--- src/rtl/rvfi_dual_retire_emitter_if.sv ---
// ---------------------------------------------------------------------------
// rvfi_dual_retire_emitter_if
//
// Purpose: bundles the retirement-side handshake and the RVFI trace outputs
// of rvfi_dual_retire_emitter so that the core side and the trace consumer
// can connect through one port.
//
// Signals:
//   ret0_valid / ret0_rec   slot 0 retirement record (312-bit packed layout)
//   ret1_valid / ret1_rec   slot 1 retirement record, younger than slot 0
//   ret_ready               emitter can take two records this cycle
//   fifo_level              current buffer occupancy
//   proto_err               sticky protocol-violation flag
//   rvfi_*                  standard 32-bit RVFI packet outputs
//
// Modports:
//   slave   the emitter itself
//   master  the core/testbench that drives retirements and observes rvfi_*
// ---------------------------------------------------------------------------
interface rvfi_dual_retire_emitter_if #(
    parameter int DEPTH   = 8,
    parameter int ORDER_W = 8
);
    localparam int LW = $clog2(DEPTH) + 1;

    logic               ret0_valid;
    logic [311:0]       ret0_rec;
    logic               ret1_valid;
    logic [311:0]       ret1_rec;
    logic               ret_ready;
    logic [LW-1:0]      fifo_level;
    logic               proto_err;

    logic               rvfi_valid;
    logic [ORDER_W-1:0] rvfi_order;
    logic [31:0]        rvfi_insn;
    logic [31:0]        rvfi_pc_rdata;
    logic [31:0]        rvfi_pc_wdata;
    logic [31:0]        rvfi_rs1_rdata;
    logic [31:0]        rvfi_rs2_rdata;
    logic [31:0]        rvfi_rd_wdata;
    logic [31:0]        rvfi_mem_addr;
    logic [31:0]        rvfi_mem_rdata;
    logic [31:0]        rvfi_mem_wdata;
    logic [4:0]         rvfi_rs1_addr;
    logic [4:0]         rvfi_rs2_addr;
    logic [4:0]         rvfi_rd_addr;
    logic [3:0]         rvfi_mem_rmask;
    logic [3:0]         rvfi_mem_wmask;
    logic               rvfi_trap;

    modport slave (
        input  ret0_valid, ret0_rec, ret1_valid, ret1_rec,
        output ret_ready, fifo_level, proto_err,
        output rvfi_valid, rvfi_order, rvfi_insn, rvfi_pc_rdata, rvfi_pc_wdata,
        output rvfi_rs1_rdata, rvfi_rs2_rdata, rvfi_rd_wdata, rvfi_mem_addr,
        output rvfi_mem_rdata, rvfi_mem_wdata, rvfi_rs1_addr, rvfi_rs2_addr,
        output rvfi_rd_addr, rvfi_mem_rmask, rvfi_mem_wmask, rvfi_trap
    );

    modport master (
        output ret0_valid, ret0_rec, ret1_valid, ret1_rec,
        input  ret_ready, fifo_level, proto_err,
        input  rvfi_valid, rvfi_order, rvfi_insn, rvfi_pc_rdata, rvfi_pc_wdata,
        input  rvfi_rs1_rdata, rvfi_rs2_rdata, rvfi_rd_wdata, rvfi_mem_addr,
        input  rvfi_mem_rdata, rvfi_mem_wdata, rvfi_rs1_addr, rvfi_rs2_addr,
        input  rvfi_rd_addr, rvfi_mem_rmask, rvfi_mem_wmask, rvfi_trap
    );
endinterface

--- src/rtl/rvfi_dual_retire_emitter.sv ---
// ---------------------------------------------------------------------------
// rvfi_dual_retire_emitter
//
// Purpose: producer side of the RVFI trace channel. Buffers up to two
// in-order retirement records per cycle in a FIFO and emits one RVFI packet
// per cycle with a monotonically increasing (wrapping) rvfi_order.
//
// Ports:
//   clock   rising-edge clock
//   resetn  asynchronous active-low reset
//   bus     rvfi_dual_retire_emitter_if.slave (retire handshake + rvfi_*)
//
// Parameters:
//   DEPTH    FIFO entries (power of two, >= 4)
//   ORDER_W  width of rvfi_order
// ---------------------------------------------------------------------------
module rvfi_dual_retire_emitter #(
    parameter int DEPTH   = 8,
    parameter int ORDER_W = 8
) (
    input  logic                         clock,
    input  logic                         resetn,
    rvfi_dual_retire_emitter_if.slave    bus
);
    localparam int AW = $clog2(DEPTH);
    localparam logic [AW:0] READY_MAX = (AW+1)'(DEPTH - 2);

    typedef struct packed {
        logic        trap;
        logic [3:0]  mem_wmask;
        logic [3:0]  mem_rmask;
        logic [31:0] mem_wdata;
        logic [31:0] mem_rdata;
        logic [31:0] mem_addr;
        logic [31:0] rd_wdata;
        logic [4:0]  rd_addr;
        logic [31:0] rs2_rdata;
        logic [4:0]  rs2_addr;
        logic [31:0] rs1_rdata;
        logic [4:0]  rs1_addr;
        logic [31:0] pc_wdata;
        logic [31:0] pc_rdata;
        logic [31:0] insn;
    } rec_t;

    rec_t               mem [DEPTH];
    rec_t               head;
    rec_t               out_q;
    logic [AW:0]        wr_ptr;
    logic [AW:0]        rd_ptr;
    logic [AW:0]        level;
    logic [AW-1:0]      wr_idx0;
    logic [AW-1:0]      wr_idx1;
    logic               empty;
    logic               full;
    logic               ready;
    logic               proto_viol;
    logic               push0;
    logic               push1;
    logic               valid_q;
    logic               err_q;
    logic [ORDER_W-1:0] order_q;
    logic [ORDER_W-1:0] order_cnt;

    // Pointers carry an extra wrap bit: equal pointers mean empty, equal
    // indices with differing wrap bits mean full.
    assign level = wr_ptr - rd_ptr;
    assign empty = (wr_ptr == rd_ptr);
    assign full  = (wr_ptr[AW] != rd_ptr[AW]) && (wr_ptr[AW-1:0] == rd_ptr[AW-1:0]);

    // Ready depends only on registered occupancy so the core never sees a
    // combinational path from its own valids back to ready.
    assign ready = !full && (level <= READY_MAX);

    // A violating cycle drops both slots so the trace never holds a partial pair.
    assign proto_viol = ((bus.ret0_valid || bus.ret1_valid) && !ready) ||
                        (bus.ret1_valid && !bus.ret0_valid);
    assign push0   = bus.ret0_valid && !proto_viol;
    assign push1   = push0 && bus.ret1_valid;
    assign wr_idx0 = wr_ptr[AW-1:0];
    assign wr_idx1 = wr_idx0 + 1'b1;

    // The head slot never collides with a write slot because pushes need
    // at least two free entries.
    always_ff @(posedge clock) begin
        if (push0) mem[wr_idx0] <= bus.ret0_rec;
        if (push1) mem[wr_idx1] <= bus.ret1_rec;
    end

    // RVFI requires rd_wdata to read zero whenever the destination is x0.
    always_comb begin
        head = mem[rd_ptr[AW-1:0]];
        if (head.rd_addr == 5'd0) head.rd_wdata = '0;
    end

    always_ff @(posedge clock or negedge resetn) begin
        if (!resetn) begin
            wr_ptr    <= '0;
            rd_ptr    <= '0;
            out_q     <= '0;
            valid_q   <= 1'b0;
            order_q   <= '0;
            order_cnt <= '0;
            err_q     <= 1'b0;
        end else begin
            wr_ptr  <= wr_ptr + {{AW{1'b0}}, push0} + {{AW{1'b0}}, push1};
            valid_q <= !empty;
            if (!empty) begin
                rd_ptr    <= rd_ptr + 1'b1;
                out_q     <= head;
                order_q   <= order_cnt;
                order_cnt <= order_cnt + 1'b1;
            end
            if (proto_viol) err_q <= 1'b1;
        end
    end

    assign bus.ret_ready      = ready;
    assign bus.fifo_level     = level;
    assign bus.proto_err      = err_q;
    assign bus.rvfi_valid     = valid_q;
    assign bus.rvfi_order     = order_q;
    assign bus.rvfi_insn      = out_q.insn;
    assign bus.rvfi_pc_rdata  = out_q.pc_rdata;
    assign bus.rvfi_pc_wdata  = out_q.pc_wdata;
    assign bus.rvfi_rs1_addr  = out_q.rs1_addr;
    assign bus.rvfi_rs1_rdata = out_q.rs1_rdata;
    assign bus.rvfi_rs2_addr  = out_q.rs2_addr;
    assign bus.rvfi_rs2_rdata = out_q.rs2_rdata;
    assign bus.rvfi_rd_addr   = out_q.rd_addr;
    assign bus.rvfi_rd_wdata  = out_q.rd_wdata;
    assign bus.rvfi_mem_addr  = out_q.mem_addr;
    assign bus.rvfi_mem_rdata = out_q.mem_rdata;
    assign bus.rvfi_mem_wdata = out_q.mem_wdata;
    assign bus.rvfi_mem_rmask = out_q.mem_rmask;
    assign bus.rvfi_mem_wmask = out_q.mem_wmask;
    assign bus.rvfi_trap      = out_q.trap;
endmodule

--- src/flat_wrapper.sv ---
// flat-port wrapper written by rule: the top's interface ports become plain ports
module rvfi_dual_retire_emitter_flat 
#(
    parameter int DEPTH   = 8,
    parameter int ORDER_W = 8
)
  (clock, resetn, bus_ret0_valid, bus_ret0_rec, bus_ret1_valid, bus_ret1_rec, bus_ret_ready, bus_fifo_level, bus_proto_err, bus_rvfi_valid, bus_rvfi_order, bus_rvfi_insn, bus_rvfi_pc_rdata, bus_rvfi_pc_wdata, bus_rvfi_rs1_rdata, bus_rvfi_rs2_rdata, bus_rvfi_rd_wdata, bus_rvfi_mem_addr, bus_rvfi_mem_rdata, bus_rvfi_mem_wdata, bus_rvfi_rs1_addr, bus_rvfi_rs2_addr, bus_rvfi_rd_addr, bus_rvfi_mem_rmask, bus_rvfi_mem_wmask, bus_rvfi_trap);
  rvfi_dual_retire_emitter_if #(.DEPTH(DEPTH), .ORDER_W(ORDER_W)) bus_i ();
  input  logic clock;
  input  logic resetn;
  input wire logic [$bits(bus_i.ret0_valid)-1:0] bus_ret0_valid;
  input wire logic [$bits(bus_i.ret0_rec)-1:0] bus_ret0_rec;
  input wire logic [$bits(bus_i.ret1_valid)-1:0] bus_ret1_valid;
  input wire logic [$bits(bus_i.ret1_rec)-1:0] bus_ret1_rec;
  output wire logic [$bits(bus_i.ret_ready)-1:0] bus_ret_ready;
  output wire logic [$bits(bus_i.fifo_level)-1:0] bus_fifo_level;
  output wire logic [$bits(bus_i.proto_err)-1:0] bus_proto_err;
  output wire logic [$bits(bus_i.rvfi_valid)-1:0] bus_rvfi_valid;
  output wire logic [$bits(bus_i.rvfi_order)-1:0] bus_rvfi_order;
  output wire logic [$bits(bus_i.rvfi_insn)-1:0] bus_rvfi_insn;
  output wire logic [$bits(bus_i.rvfi_pc_rdata)-1:0] bus_rvfi_pc_rdata;
  output wire logic [$bits(bus_i.rvfi_pc_wdata)-1:0] bus_rvfi_pc_wdata;
  output wire logic [$bits(bus_i.rvfi_rs1_rdata)-1:0] bus_rvfi_rs1_rdata;
  output wire logic [$bits(bus_i.rvfi_rs2_rdata)-1:0] bus_rvfi_rs2_rdata;
  output wire logic [$bits(bus_i.rvfi_rd_wdata)-1:0] bus_rvfi_rd_wdata;
  output wire logic [$bits(bus_i.rvfi_mem_addr)-1:0] bus_rvfi_mem_addr;
  output wire logic [$bits(bus_i.rvfi_mem_rdata)-1:0] bus_rvfi_mem_rdata;
  output wire logic [$bits(bus_i.rvfi_mem_wdata)-1:0] bus_rvfi_mem_wdata;
  output wire logic [$bits(bus_i.rvfi_rs1_addr)-1:0] bus_rvfi_rs1_addr;
  output wire logic [$bits(bus_i.rvfi_rs2_addr)-1:0] bus_rvfi_rs2_addr;
  output wire logic [$bits(bus_i.rvfi_rd_addr)-1:0] bus_rvfi_rd_addr;
  output wire logic [$bits(bus_i.rvfi_mem_rmask)-1:0] bus_rvfi_mem_rmask;
  output wire logic [$bits(bus_i.rvfi_mem_wmask)-1:0] bus_rvfi_mem_wmask;
  output wire logic [$bits(bus_i.rvfi_trap)-1:0] bus_rvfi_trap;
  assign bus_i.ret0_valid = bus_ret0_valid;
  assign bus_i.ret0_rec = bus_ret0_rec;
  assign bus_i.ret1_valid = bus_ret1_valid;
  assign bus_i.ret1_rec = bus_ret1_rec;
  assign bus_ret_ready = bus_i.ret_ready;
  assign bus_fifo_level = bus_i.fifo_level;
  assign bus_proto_err = bus_i.proto_err;
  assign bus_rvfi_valid = bus_i.rvfi_valid;
  assign bus_rvfi_order = bus_i.rvfi_order;
  assign bus_rvfi_insn = bus_i.rvfi_insn;
  assign bus_rvfi_pc_rdata = bus_i.rvfi_pc_rdata;
  assign bus_rvfi_pc_wdata = bus_i.rvfi_pc_wdata;
  assign bus_rvfi_rs1_rdata = bus_i.rvfi_rs1_rdata;
  assign bus_rvfi_rs2_rdata = bus_i.rvfi_rs2_rdata;
  assign bus_rvfi_rd_wdata = bus_i.rvfi_rd_wdata;
  assign bus_rvfi_mem_addr = bus_i.rvfi_mem_addr;
  assign bus_rvfi_mem_rdata = bus_i.rvfi_mem_rdata;
  assign bus_rvfi_mem_wdata = bus_i.rvfi_mem_wdata;
  assign bus_rvfi_rs1_addr = bus_i.rvfi_rs1_addr;
  assign bus_rvfi_rs2_addr = bus_i.rvfi_rs2_addr;
  assign bus_rvfi_rd_addr = bus_i.rvfi_rd_addr;
  assign bus_rvfi_mem_rmask = bus_i.rvfi_mem_rmask;
  assign bus_rvfi_mem_wmask = bus_i.rvfi_mem_wmask;
  assign bus_rvfi_trap = bus_i.rvfi_trap;
  rvfi_dual_retire_emitter #(.DEPTH(DEPTH), .ORDER_W(ORDER_W)) u_core (.clock(clock), .resetn(resetn), .bus(bus_i));
endmodule
--- config.mk ---
export PLATFORM = sky130hd
export DESIGN_NAME = rvfi_dual_retire_emitter_flat
export DESIGN_NICKNAME = d
export VERILOG_FILES = /design/src/rtl/rvfi_dual_retire_emitter_if.sv /design/src/rtl/rvfi_dual_retire_emitter.sv /design/src/flat_wrapper.sv
export SDC_FILE = /design/constraint.sdc
export NUM_CORES = 2
export LEC_CHECK = 0
export CAP_MARGIN = 5
export CORE_MARGIN = 2
export CORE_UTILIZATION = 40
export DETAILED_ROUTE_END_ITERATION = 12
export GPL_TIMING_DRIVEN = 0
export PLACE_DENSITY = 0.59
export SYNTH_ARGS = -nofsm -noshare
export SYNTH_HDL_FRONTEND = slang
export SYNTH_SLANG_ARGS = --single-unit
--- constraint.sdc ---
create_clock -name clock -period 45.1 [get_ports clock]
set_input_delay 6.765 -clock clock [delete_from_list [all_inputs] [get_ports clock]]
set_output_delay 6.765 -clock clock [all_outputs]
set_load 0.01 [all_outputs]
==> impl_metrics.toml <==
[drt]
ant_nets = 0
drc = 0
vias = 80320
wl_per_cell_um = 33.3
avgViaCountPerCell = 5.71
wirelength_um = 468000
drt_iter0_drc = 7659
firstDrtPassIters = 6

[logic_synthesis]
syn-cell-area_um2 = 135000
yosysSeqAreaShare = 0.618
async_flop_share = 0.119
synth_nets = 8214
ys_ff_latch = 2834
synth-main-ff-cell = "edfxtp_1"
avgSynthCellArea_um2 = 17.8
synthCells = 7577
yosysWarnings = 0
synth_edf_count = 2496
synth_cell_types = 44

[timing]
setup_viol = 0
post-route-period-util = 0.297
fmax_mhz = 74.6
slew_violations = 0
final-hold-violation-count = 0
period_needed_ns = 13.40
tightest_slew_ns = 1.35
worst_slack_ns = 31.70
final.setup_skew_ns = 0.0423
slew_headroom = 0.0978
rsz0062_at_grt = "false"
timing.setup.tns_ns = 0

[layout]
fin_nets = 9804
syn_to_final_growth_pct = 23.1
drive_above_1_share = 0.414
n_fill_cell = 28305

[power_and_ir_drop]
p_leak_nw = 56.8
pwr-share-comb = 0.379
clkPwrFrac = 0.256
seqPwrFrac = 0.365
switching_power_mw = 3.59
powerDensity_nw_per_um2 = 63.0
p_int_mw = 6.89
switching_share = 0.343
ir_worst_vdd_uv = 41.6

[setup_path]
worstSetupStartpoint = "u_core.rd_ptr[2]"
cp_cell_sequence = "clkbuf_1, clkbuf_1, inv_1, buf_2, buf_2, clkbuf_1, ha_1, o21ai_1, a21oi_1, nor2_1, nor2_1, clkdlybuf4s50_1"
path_max_fanout = 11
cp_common_cell = "clkbuf_1"
crit_required_ns = 38.33
crit_type = "reg2out"
reg2reg_from = "u_core.rd_ptr[2]"
critical_path.slowest_cell = "clkbuf_1"
cp-end-kind = "output pin"
worstPathArrival_ns = 6.63
cpPeakStageDelay_ns = 0.85
crit_path_start_kind = "flip-flop"

[grt]
grt_pass1_vias = 82889
gr-total-overflow = 0
grtUsageTotal = 0.269
grt_pass1_wl_um = 649000
grt_max_degree = 92
antenna_found_initial = 223

[clock_tree]
cts_num_sinks = 2834
clock_path_buffers = 4
post-cts-setup-buffers = 0
cts_inserted_buffers = 325
clk_latency_ns = 0.94
cts_tree = "yes"
root_buffer = "clkbuf_16"
clk_pin_slew_ns = 0.06
post_cts_resized = 0
htreeDepth = 5
ctsHoldBuffers = 0

[floorplanning]
core_um2 = 336000
die_h_um = 585
die_area_um2 = 342000
start_util = 0.401
die_w_um = 585
ios = 955
row_count = 213

[status]
status = "completed"

[worst_hold_path]
hp-start = "u_core.bus.rvfi_order[6]"
min_path_type = "reg2reg"

[placed_design]
place_ws_ns = 32.63
dpl.hpwl_um = 328000
routabilityCongestion = 0.806
io_buffers = 954

[job]
drv_cap = 0
[cells by family after synthesis]
kind of cell	after synthesis	share of synthesized area
AOI/OAI and AO/OA	336	0.0142
xor gates and xnor gates	16	0.00104
adders and majority gates	9	0.000945
buffers and inverters	539	0.0202
DFF	2834	0.618
muxes	3399	0.333
and+or+nand+nor	444	0.0131
[power by group through the flow]
stage	Clock [mW]	Sequential, mW	Combinational (mW)
5_1_grt	2.82	3.87	4.20
2_1_floorplan	0	4.38	2.01
3_5_place_dp	0	3.87	4.01
3_3_place_gp	0	5.10	3.67
4_1_cts	2.72	3.82	4.03
6_report	2.68	3.83	3.97
[area by class of cell]
type,instances,area [µm²],area share
antenna,96,240,0.00145
tap,4515,5650,0.0340
clock buffer,449,9010,0.0542
timing repair buffer,1263,14400,0.0868
inverter,9,33.8,0.000203
sequential,2834,83400,0.502
clock inverter,156,1670,0.0100
multi-input combinational,4204,49000,0.295
buffer,530,2720,0.0163
[path summary, 6_finish.rpt]
kind,end,slack (ns),cells past startpoint
max,bus_ret_ready,31.70,12
max in group asynchronous,u_core.bus.rvfi_pc_wdata[20],37.57,4
min reg2reg,u_core.bus.rvfi_order[6],0.47,2
max reg2reg,u_core.mem[0][18],36.77,21
min in group asynchronous,u_core.bus.rvfi_mem_rdata[28],5.72,1
min,u_core.bus.rvfi_order[6],0.47,2
[worst max-delay path: cells and delay by family, from the launching register on]
family / cells / cell delay, ns
compound gates: 2 / 0.90
fa+ha+maj: 1 / 0.33
simple gates: 2 / 0.33
buf+inv: 7 / 3.76
flops: 1 / 0.36
[layer usage]
layer	share of wire	global-route usage	up-vias	wire, µm
met5	0.0022	0	-	1040
met4	0.041	0.105	160	19200
met3	0.082	0.0645	834	38300
met2	0.47	0.429	3032	221000
met1	0.40	0.354	42376	189000
li1	-	-	33918	-
[synthesized netlist by cell type, types with 2 or more instances]
master       n  share of area
edfxtp_1  2496           0.56
mux2_2    2130           0.18
mux4_2     624           0.10
nand2_1    376          0.010
mux2_1     366          0.031
dfrtp_1    338          0.063
o21ai_0    280          0.010
mux2i_1    279          0.021
buf_2      255         0.0095
clkbuf_1   180         0.0050
buf_6       38         0.0032
nand3_1     38         0.0014
o211a_1     32         0.0024
buf_1       31        0.00086
buf_4       26         0.0014
nor2_1      11        0.00031
xnor2_1     10        0.00065
ha_1         7        0.00065
a21oi_1      6        0.00022
inv_1        6        0.00017
nand4_1      6        0.00028
xor2_1       6        0.00039
nor3_1       3        0.00011
o211ai_2     3        0.00028
or3_1        3        0.00014
a211o_1      2        0.00013
a211oi_2     2        0.00019
and3_1       2       0.000093
clkinv_1     2       0.000056
fa_1         2        0.00030
o22ai_1      2       0.000093
o31ai_1      2        0.00011
o41ai_1      2        0.00013
[placed cells by master, fill, tap and decap left out, types with 8 or more instances in the layout]
cell type        instances
buf_1                   30
nand2_1                376
buf_6                   53
clkinv_1                32
clkbuf_16              328
buf_4                  147
clkbuf_2                18
bufinv_16               23
mux2i_1                279
clkdlybuf4s50_1        953
clkbuf_1               248
nand3_1                 38
mux2_1                 366
nor2_1                  11
dfrtp_1                338
inv_6                    8
buf_8                   45
buf_12                  52
diode_2                 96
inv_16                   9
xnor2_1                 10
clkinvlp_4               9
mux4_2                 624
buf_16                  76
edfxtp_1              2496
clkbuf_8                35
o211a_1                 32
o21ai_0                277
buf_2                  257
mux2_2                2130
clkinv_2                65
[registers in the layout, indices dropped and copies added, names as in the netlist, 5 cells and up]
name,count
u_core.bus.rvfi_insn,32
u_core.bus.rvfi_rs1_addr,5
u_core.bus.rvfi_rs1_rdata,32
u_core.bus.rvfi_rd_wdata,32
u_core.bus.rvfi_order,8
u_core.mem,2496
u_core.bus.rvfi_mem_rdata,32
u_core.bus.rvfi_rd_addr,5
u_core.bus.rvfi_rs2_addr,5
u_core.bus.rvfi_mem_addr,32
u_core.bus.rvfi_pc_wdata,32
u_core.bus.rvfi_mem_wdata,32
u_core.bus.rvfi_pc_rdata,32
u_core.order_cnt,8
u_core.bus.rvfi_rs2_rdata,32
[metrics by stage]
stage	power, mW	cells	hold slack, ns	utilization	instance area, µm²
finish	10.5	14056	0.471	0.494	166000
global placement	8.77	13046	0.463	0.447	150000
detailed placement	7.89	13353	0.459	0.462	155000
global route	10.9	14003	0.502	0.494	166000
CTS	10.6	13958	0.474	0.493	166000
floorplan	6.40	7577	0.441	-	135000
No activity file was read; power rests on OpenSTA's default activity.
